<file path="src/rtl/div_issue_pkg.sv">
// div_issue_pkg: shared definitions for the EX-stage divider issue logic.
// Holds the issue FSM state encoding, the divider start/stop levels and the
// register-bus widths used by div_issue and div_issue_wdog.
package div_issue_pkg;

    // Width of one general-purpose register and of a HI/LO pair.
    localparam int REG_W        = 32;
    localparam int DOUBLE_REG_W = 2 * REG_W;

    // Levels driven on the divider start line.
    localparam logic DIV_START = 1'b1;
    localparam logic DIV_STOP  = 1'b0;

    // Issue FSM states.
    //   DIS_IDLE : no divide in flight, ready to accept a DIV/DIVU
    //   DIS_BUSY : start held high, waiting for the divider's ready
    //   DIS_DONE : result latched, HI/LO write enable presented
    typedef enum logic [1:0] {
        DIS_IDLE = 2'd0,
        DIS_BUSY = 2'd1,
        DIS_DONE = 2'd2
    } dis_state_t;

endpackage

</file>
<file path="src/rtl/div_issue_wdog.sv">
// div_issue_wdog: watchdog for the divider issue FSM.
// Counts consecutive BUSY cycles. When the count reaches WDOG_CYCLES the
// sticky timeout flag is set and stays set until the asynchronous reset.
// The counter restarts from zero every time BUSY is left.
module div_issue_wdog #(
    parameter int WDOG_CYCLES = 40
) (
    input  logic clk,
    input  logic rst,
    input  logic busy,
    output logic timeout_o
);

    localparam int CNT_W = $clog2(WDOG_CYCLES + 1);
    localparam logic [CNT_W-1:0] CNT_LAST = CNT_W'(WDOG_CYCLES - 1);
    localparam logic [CNT_W-1:0] CNT_MAX  = CNT_W'(WDOG_CYCLES);

    logic [CNT_W-1:0] cnt;

    // Count BUSY cycles, saturating at WDOG_CYCLES; clear outside BUSY.
    always_ff @(posedge clk or negedge rst) begin
        if (!rst) begin
            cnt <= '0;
        end else if (!busy) begin
            cnt <= '0;
        end else if (cnt != CNT_MAX) begin
            cnt <= cnt + 1'b1;
        end
    end

    // Sticky timeout: set on the WDOG_CYCLES-th BUSY cycle, cleared only by reset.
    always_ff @(posedge clk or negedge rst) begin
        if (!rst) begin
            timeout_o <= 1'b0;
        end else if (busy && (cnt == CNT_LAST)) begin
            timeout_o <= 1'b1;
        end
    end

endmodule

</file>
<file path="src/rtl/div_issue.sv">
// div_issue: EX-stage initiator for the multi-cycle divider.
//
// Accepts a decoded DIV/DIVU from EX, drives start/signedness/operands/annul
// to the divider, holds a pipeline stall request until the divider's
// {remainder, quotient} result returns, then presents HI/LO with a write
// enable to the EX/MEM register.
//
// Divider handshake (start/annul/ready):
//   - start_o rises with the operands latched and stays high for the whole
//     BUSY period; opdata1_o/opdata2_o/signed_div_o are stable while it is high.
//   - ready_i is raised by the divider with result_i valid and is held until
//     start_o drops; a result is taken in the first BUSY cycle ready_i is seen.
//   - annul_o is a single-cycle cancel (BUSY and flush_i); start_o drops on
//     the following cycle and no HI/LO write is made.
//   - After every result start_o is low for at least one cycle (DONE then
//     IDLE), so the divider is free before the next start.
//
// Optional build macro DIV_ZERO_BYPASS_EN: when defined, a divide by zero is
// completed locally (HI=LO=0) without ever starting the divider.
//
// dbg_state_o exposes the FSM state for observation.
import div_issue_pkg::*;

module div_issue #(
    parameter int DATA_W      = REG_W,
    parameter int WDOG_CYCLES = 40
) (
    input  logic                clk,
    input  logic                rst,
    input  logic                div_req_i,
    input  logic                signed_i,
    input  logic [DATA_W-1:0]   op1_i,
    input  logic [DATA_W-1:0]   op2_i,
    input  logic                stall_i,
    input  logic                flush_i,
    input  logic                ready_i,
    input  logic [2*DATA_W-1:0] result_i,
    output logic                start_o,
    output logic                signed_div_o,
    output logic [DATA_W-1:0]   opdata1_o,
    output logic [DATA_W-1:0]   opdata2_o,
    output logic                annul_o,
    output logic                stallreq_o,
    output logic [DATA_W-1:0]   hi_o,
    output logic [DATA_W-1:0]   lo_o,
    output logic                whilo_o,
    output logic                timeout_o,
    output logic [1:0]          dbg_state_o
);

    dis_state_t state;
    logic       accept;
    logic       busy;

    // A request is taken only from IDLE and only when it is not being flushed.
    assign accept = (state == DIS_IDLE) && div_req_i && !flush_i;
    assign busy   = (state == DIS_BUSY);

    // Stall from the request cycle until the result has been captured.
    assign stallreq_o = accept || busy;

    // Cancel is a pure function of BUSY and flush; BUSY is left on the same
    // edge, so the pulse is exactly one cycle long.
    assign annul_o = busy && flush_i;

    assign dbg_state_o = state;

    // Issue FSM with registered divider-side and HI/LO-side outputs.
    always_ff @(posedge clk or negedge rst) begin
        if (!rst) begin
            state        <= DIS_IDLE;
            start_o      <= DIV_STOP;
            signed_div_o <= 1'b0;
            opdata1_o    <= '0;
            opdata2_o    <= '0;
            hi_o         <= '0;
            lo_o         <= '0;
            whilo_o      <= 1'b0;
        end else begin
            case (state)
                DIS_IDLE: begin
                    if (accept) begin
`ifdef DIV_ZERO_BYPASS_EN
                        if (op2_i == '0) begin
                            // Divide by zero finishes here; the divider is left alone.
                            hi_o    <= '0;
                            lo_o    <= '0;
                            whilo_o <= 1'b1;
                            state   <= DIS_DONE;
                        end else begin
                            signed_div_o <= signed_i;
                            opdata1_o    <= op1_i;
                            opdata2_o    <= op2_i;
                            start_o      <= DIV_START;
                            state        <= DIS_BUSY;
                        end
`else
                        signed_div_o <= signed_i;
                        opdata1_o    <= op1_i;
                        opdata2_o    <= op2_i;
                        start_o      <= DIV_START;
                        state        <= DIS_BUSY;
`endif
                    end else begin
                        start_o <= DIV_STOP;
                        whilo_o <= 1'b0;
                    end
                end

                DIS_BUSY: begin
                    if (flush_i) begin
                        // Flush wins over a coincident ready: drop the result.
                        start_o <= DIV_STOP;
                        state   <= DIS_IDLE;
                    end else if (ready_i) begin
                        hi_o    <= result_i[2*DATA_W-1:DATA_W];
                        lo_o    <= result_i[DATA_W-1:0];
                        start_o <= DIV_STOP;
                        whilo_o <= 1'b1;
                        state   <= DIS_DONE;
                    end
                end

                DIS_DONE: begin
                    // Hold the result while EX is stalled so the held
                    // instruction keeps seeing a stable HI/LO.
                    if (flush_i || !stall_i) begin
                        whilo_o <= 1'b0;
                        state   <= DIS_IDLE;
                    end
                end

                default: begin
                    start_o <= DIV_STOP;
                    whilo_o <= 1'b0;
                    state   <= DIS_IDLE;
                end
            endcase
        end
    end

    div_issue_wdog #(
        .WDOG_CYCLES (WDOG_CYCLES)
    ) u_wdog (
        .clk       (clk),
        .rst       (rst),
        .busy      (busy),
        .timeout_o (timeout_o)
    );

endmodule

</file>
<file path="config.mk">
export PLATFORM = sky130hd
export DESIGN_NAME = div_issue
export DESIGN_NICKNAME = d
export VERILOG_FILES = /design/src/rtl/div_issue_pkg.sv /design/src/rtl/div_issue_wdog.sv /design/src/rtl/div_issue.sv
export SDC_FILE = /design/constraint.sdc
export NUM_CORES = 1
export LEC_CHECK = 0
export BUFFER_PORTS_ARGS = -buffer_cell sky130_fd_sc_hd__buf_2
export CAP_MARGIN = 25
export CORE_MARGIN = 2
export CORE_UTILIZATION = 30
export DETAILED_ROUTE_END_ITERATION = 8
export PLACE_DENSITY_LB_ADDON = 0.2
export SETUP_SLACK_MARGIN = 0.15
export SLEW_MARGIN = 20
export SYNTH_ARGS = -nofsm -noshare
export SYNTH_HDL_FRONTEND = slang
export SYNTH_SLANG_ARGS = --single-unit
</file>
<file path="constraint.sdc">
create_clock -name clk -period 2.05 [get_ports clk]
set_input_delay 0.41 -clock clk [delete_from_list [all_inputs] [get_ports clk]]
set_output_delay 0.41 -clock clk [all_outputs]
set_load 0.02 [all_outputs]
</file>
### Yosys cells after proc, flatten, opt, wreduce, memory -nomap -nowiden

Index checks and enable logic that the tools add are counted.

| storage, ports and cells | value |
|---|---|
| output and inout port bits | 136 |
| word-level logic and storage cells | 54 |
| register bits | 140 |

| cells by class | value |
|---|---|
| multiplexer cells | 16 |
| bitwise logic cells | 2 |
| add/subtract/negate cells | 1 |
| eq/ne operators | 11 |
| reduce and logical (&&, ||, !) cells | 14 |

Operator list:

| kind | number |
|---|---|
| $mux 6 | 2 |
| $ne 2x2->1 const B | 5 |
| $mux 2 | 4 |
| $mux 1 | 7 |
| $add 6x1->6 const B | 1 |
| $eq 6x6->1 const B | 1 |
| $ne 6x6->1 const B | 1 |
| $pmux 1 s3 | 2 |
| $pmux 2 s3 | 1 |
| $reduce_and 3->1 | 2 |
| $logic_and 1x1->1 | 4 |
| $reduce_and 2->1 | 2 |
| $reduce_and 4->1 | 1 |
| $ne 3x3->1 const B | 1 |
| $eq 2x1->1 const B | 1 |
| $eq 2x2->1 const B | 1 |
| $logic_not 1->1 | 2 |
| $logic_not 2->1 | 1 |
| $logic_or 1x1->1 | 2 |
| $ne 2x1->1 const B | 1 |
| $not 1->1 | 2 |

### Longest topological paths before layout

| depth | value |
|---|---|
| word-level depth | 5 |
| mapped depth | 5 |

### Hierarchy

A second synthesis with hierarchy kept.

| second synthesis, totals | value |
|---|---|
| cell total of the unflattened synthesis | 335 |
| area, all modules | 5445.2 um^2 |

Modules (own cells, without submodules):

| module | seq. area each (um^2) | area an instance (um^2) | cells each | times used |
|---|---|---|---|---|
| div_issue | 3328.2 | 5067.4 | 299 | 1 |
| div_issue_wdog | 175.2 | 377.9 | 36 | 1 |

### Least setup slack after synthesis

Ideal clock, no wire load.

| path | value |
|---|---|
| path kind | reg-to-output |
| start point | register state[0] (netlist: dbg_state_o[0]) |
| end point | output port stallreq_o |
| data arrival time | 1.396 ns |
| slack | 0.244 ns |
| cell stages (with the launch flop) | 5 |
| path through | dfrtp_1 -> nor4b_4 -> buf_4 -> buf_6 -> or2_2 |

| on the way | value |
|---|---|
| word-level cells in the longest chain between the ends | 4 |

Ends and longest elaborated chain:

| element | RTL line | source |
|---|---|---|
| start, declared | div_issue.sv:51 | `dis_state_t state;` |
| start signal, assigned | div_issue.sv:71 | `state <= DIS_IDLE;` |
| start signal, assigned | div_issue.sv:102 | `state <= DIS_BUSY;` |
| start signal, assigned | div_issue.sv:114 | `state <= DIS_IDLE;` |
| $logic_not 2->1 | div_issue.sv:56 | `assign accept = (state == DIS_IDLE) && div_req_i && !flush_i;` |
| $logic_and 1x1->1 (2 in series) | div_issue.sv:56 |  |
| $logic_or 1x1->1 * | div_issue.sv:60 | `assign stallreq_o = accept \|\| busy;` |
| end, declared | div_issue.sv:43 | `output logic stallreq_o,` |

Mark *: on every way between the ends. The rest lies on a longest branch, timed or not.

### Worst setup path in the final report

| path | value |
|---|---|
| start point | register state[1] (netlist: dbg_state_o[1]) |
| end point | output port stallreq_o |

The elaborated chain is that of the path after synthesis.

==> key figures <==
STA
  – Final Critical Period: roughly 2 ns
  – Final Max Tran Viols: 0
  – Hold Fails Final Rpt: 0
  – TNS Setup: 0 ns
  – PnR worst setup slack: around 0.094 ns
  – Relative slew slack: 73.9%
  – Final setup violation count: 0
  – Final period utilization: about 95%
  – Max Freq: approximately 0.5 GHz
  – Skew final: roughly 0.0055 ns
  – Setup repair after global routing missed its margin: true
  – Worst slew pin tran: ~0.39 ns

GRT
  – Largest net degree at the start of global routing: 68
  – First-pass GRT wire length: 21500 um
  – Vias in the first global route: 4140
  – Overflow after GRT: 0
  – Gr usage total: between 10% and 20%
  – Initial antenna violation count: 1

Route
  – DR pass1 iterations: 4
  – Starting DRC count in detailed routing: approximately 120
  – Via density: ~4.4
  – WL final: about 14000 um
  – Wirelength per Cell: roughly 16 um
  – Post-DRT Antenna Nets: 0
  – Routed vias: between 3000 and 4000
  – DRC violations left: 0

Die
  – Die X: 141 um
  – Initial cell density of the core: 30.4%
  – Die Y: 141 um
  – Die ar.: about 20000 um^2
  – Row count: 50
  – Core box area: 18600 um^2
  – Io pins: between 200 and 300

Pwr
  – Combinational power share: between 20% and 30%
  – Clock share of power: 32.6%
  – Power density cells: roughly 1200 nW/um^2
  – Worst vdd ir: roughly 0.00053 V
  – Cell-internal power: ~6.4 mW
  – P_sw: 3.01 mW
  – Flop pwr share: between 30% and 40%
  – Switching Fraction: 31.9%
  – Leak pwr: just under 4 nW

CTS
  – CTS Root Cell: clkbuf_16
  – Clock transition at path regs: ~0.060 ns
  – CTS buffer count: 17
  – Max clock buf depth: 2
  – Clk_lat worst skew: about 0.41 ns
  – H-tree Lvls: 4
  – CTS tree: yes
  – Sink Count: between 100 and 150

Worst setup path
  – Worst endpoint required time: approximately 1.6 ns
  – Crit-path cells: nor4b_4 > buf_12 > or2_4 > buf_6
  – Worst setup SP type: flop
  – Largest fanout on the critical path: 4
  – CP endpoint kind: output pin
  – Reg2Reg Capture Point: lo_o[5]
  – Setup CP Type: reg2out
  – Slowest stage delay, CP: between 0.4 and 0.5 ns
  – R2R depth: 6
  – Critical-path top delay cell: dfrtp_2
  – R2R setup slack: around 0.23 ns
  – Critical path arrival: 1.55 ns
  – R2R Path Start: dbg_state_o[1]

Placed design
  – GP Congestion: between 0.7 and 0.8
  – Post-DP HPWL: between 9000 and 10000 um
  – DP Area: 7260 um^2
  – Port buffer count: 270
  – Post-Place Setup Slack: ~0.19 ns

Logic synthesis
  – Yosys warns: 0
  – Post-Syn Nets: 466
  – Distinct cells, synth: 35
  – Synthesized cell area: between 5000 and 6000 um^2
  – Cells after Synth: 329
  – Synth Area per Inst: 17.2 um^2
  – Register area share after synthesis: roughly 62%
  – #FFs+latches synth: between 100 and 150

Layout
  – Total Nets Final: about 760
  – Fin area: just over 8000 um^2
  – Synth-to-layout area growth: 42.7%
  – Share of layout cells above drive strength 1: around two thirds

Worst hold path
  – Worst min-delay path class: in2reg
  – Hold Startpoint: op1_i[25]
  – Worst Hold End: opdata1_o[25]
  – Worst Hold Depth: 2

Status
  – Outcome: completed

Run
  – Max cap viols: 0
-- worst max path at each step --
stage | start | endpoint | slack [ns] | cells past startpoint
2_1_floorplan | dbg_state_o[0] | stallreq_o | 0.24 | 4
3_3_place_gp | dbg_state_o[1] | lo_o[31] | 0.23 | 4
3_5_place_dp | dbg_state_o[1] | hi_o[31] | 0.19 | 4
4_1_cts | dbg_state_o[1] | stallreq_o | 0.08 | 4
5_1_grt | dbg_state_o[1] | stallreq_o | 0.009 | 4
6_report | dbg_state_o[1] | stallreq_o | 0.09 | 4
-- cells in the mapped netlist, drive strengths merged --
cell / instances / area, um^2
nor3b: 2 / 15.0
xor2: 2 / 17.5
a21o: 1 / 7.51
nand2b: 1 / 8.76
o21ai: 3 / 15.0
nand3: 2 / 10.0
nand4b: 1 / 8.76
nand4: 1 / 6.26
a21oi: 3 / 15.0
nor3: 4 / 31.3
nand2: 5 / 18.8
clkbuf: 1 / 3.75
ha: 2 / 25.0
xnor2: 1 / 8.76
nor4b: 1 / 23.8
a41o: 1 / 10.0
or2: 1 / 6.26
a311o: 1 / 10.0
or3: 1 / 6.26
mux2: 129 / 1640
buf: 14 / 184
mux2i: 2 / 20.0
dfrtp: 140 / 3500
and2b: 1 / 7.51
nand3b: 1 / 7.51
and2: 2 / 12.5
nor2: 2 / 7.51
nor4bb: 1 / 10.0
inv: 3 / 11.3
-- cells in the final DEF, fill, tap and decap left out, types with 3 or more instances in the layout --
cell type,n
buf_2,268
o21ai_0,3
a21oi_1,3
clkinv_4,4
mux2_4,49
mux2_2,51
inv_1,3
mux2_1,29
nor3_1,3
inv_6,3
buf_4,6
dfrtp_1,138
buf_12,6
clkinvlp_4,4
clkbuf_16,20
nand2_1,5
-- flip-flops by register name, summed over array words and instances, names as in the netlist --
name              cells
lo_o                 32
start_o               1
u_wdog.timeout_o      1
opdata2_o            32
u_wdog.cnt            6
dbg_state_o           2
opdata1_o            32
whilo_o               1
signed_div_o          1
hi_o                 32
-- power by group through the flow --
stage	Clock, mW	Sequential, mW	Combinational [mW]
after global routing	3.31	3.81	2.81
after global placement	0	3.74	2.59
after floorplan	0	4.56	0.797
final	3.07	3.72	2.64
after CTS	3.19	3.73	2.66
after detailed placement	0	3.76	2.63
-- logic make-up (layout without fill, tap and decap cells) --
kind of cell | Yosys count | count (layout) | synth area share (%)
and+or+nand+nor | 26 | 26 | 3.19
xor gates and xnor gates | 3 | 3 | 0.465
other | 0 | 1 | 0
DFF | 140 | 140 | 62.0
muxes | 131 | 131 | 29.3
buffers and inverters | 18 | 324 | 3.52
adders and majority gates | 2 | 2 | 0.443
AOI/OAI and AO/OA | 9 | 9 | 1.02
-- through the flow --
stage	std cells	utilization, %	power [mW]	hold slack (ns)
5_1_grt	869	43.4	9.93	0.180
3_5_place_dp	826	39.1	6.39	0.277
3_3_place_gp	826	39.1	6.33	0.276
6_report	870	43.4	9.43	0.207
4_1_cts	865	42.8	9.57	0.181
2_1_floorplan	329	-	5.36	0.114
-- layout make-up --
class | count | area, um^2
fill | 1764 | 10500
sequential | 140 | 3510
multi-input combinational | 171 | 1960
timing repair buffer | 289 | 1700
clock buffer | 18 | 429
tap | 234 | 293
clock inverter | 14 | 163
inverter | 3 | 11.3
antenna | 1 | 2.50
-- worst max-delay path, delay by kind of cell (launching register included) --
family | cells | cell delay [ns]
and+or+nand+nor | 2 | 0.45
buffers and inverters | 2 | 0.25
DFF | 1 | 0.44
-- repair_timing --
| action | 4_1_cts | 5_1_grt |
|---|---|---|
| hold endpoints to repair | 19 | 0 |
| cloned | 1 | 3 |
| gates resized for setup | 7 | 3 |
| hold buffers | 1 | 0 |
| setup endpoints to repair | 2 | 72 |
| pin swaps | 1 | 1 |
| setup buffers | 5 | 1 |
-- layer usage --
metal | routed length, um | part of all wire, % | global-route usage (%)
met1 | 5680 | 41 | 16.1
met2 | 6830 | 49 | 23.3
met3 | 1030 | 7.5 | 4.96
met4 | 271 | 2.0 | 6.53
met5 | 0 | 0 | 0
Note: power is estimated with default switching activity, not from simulation.
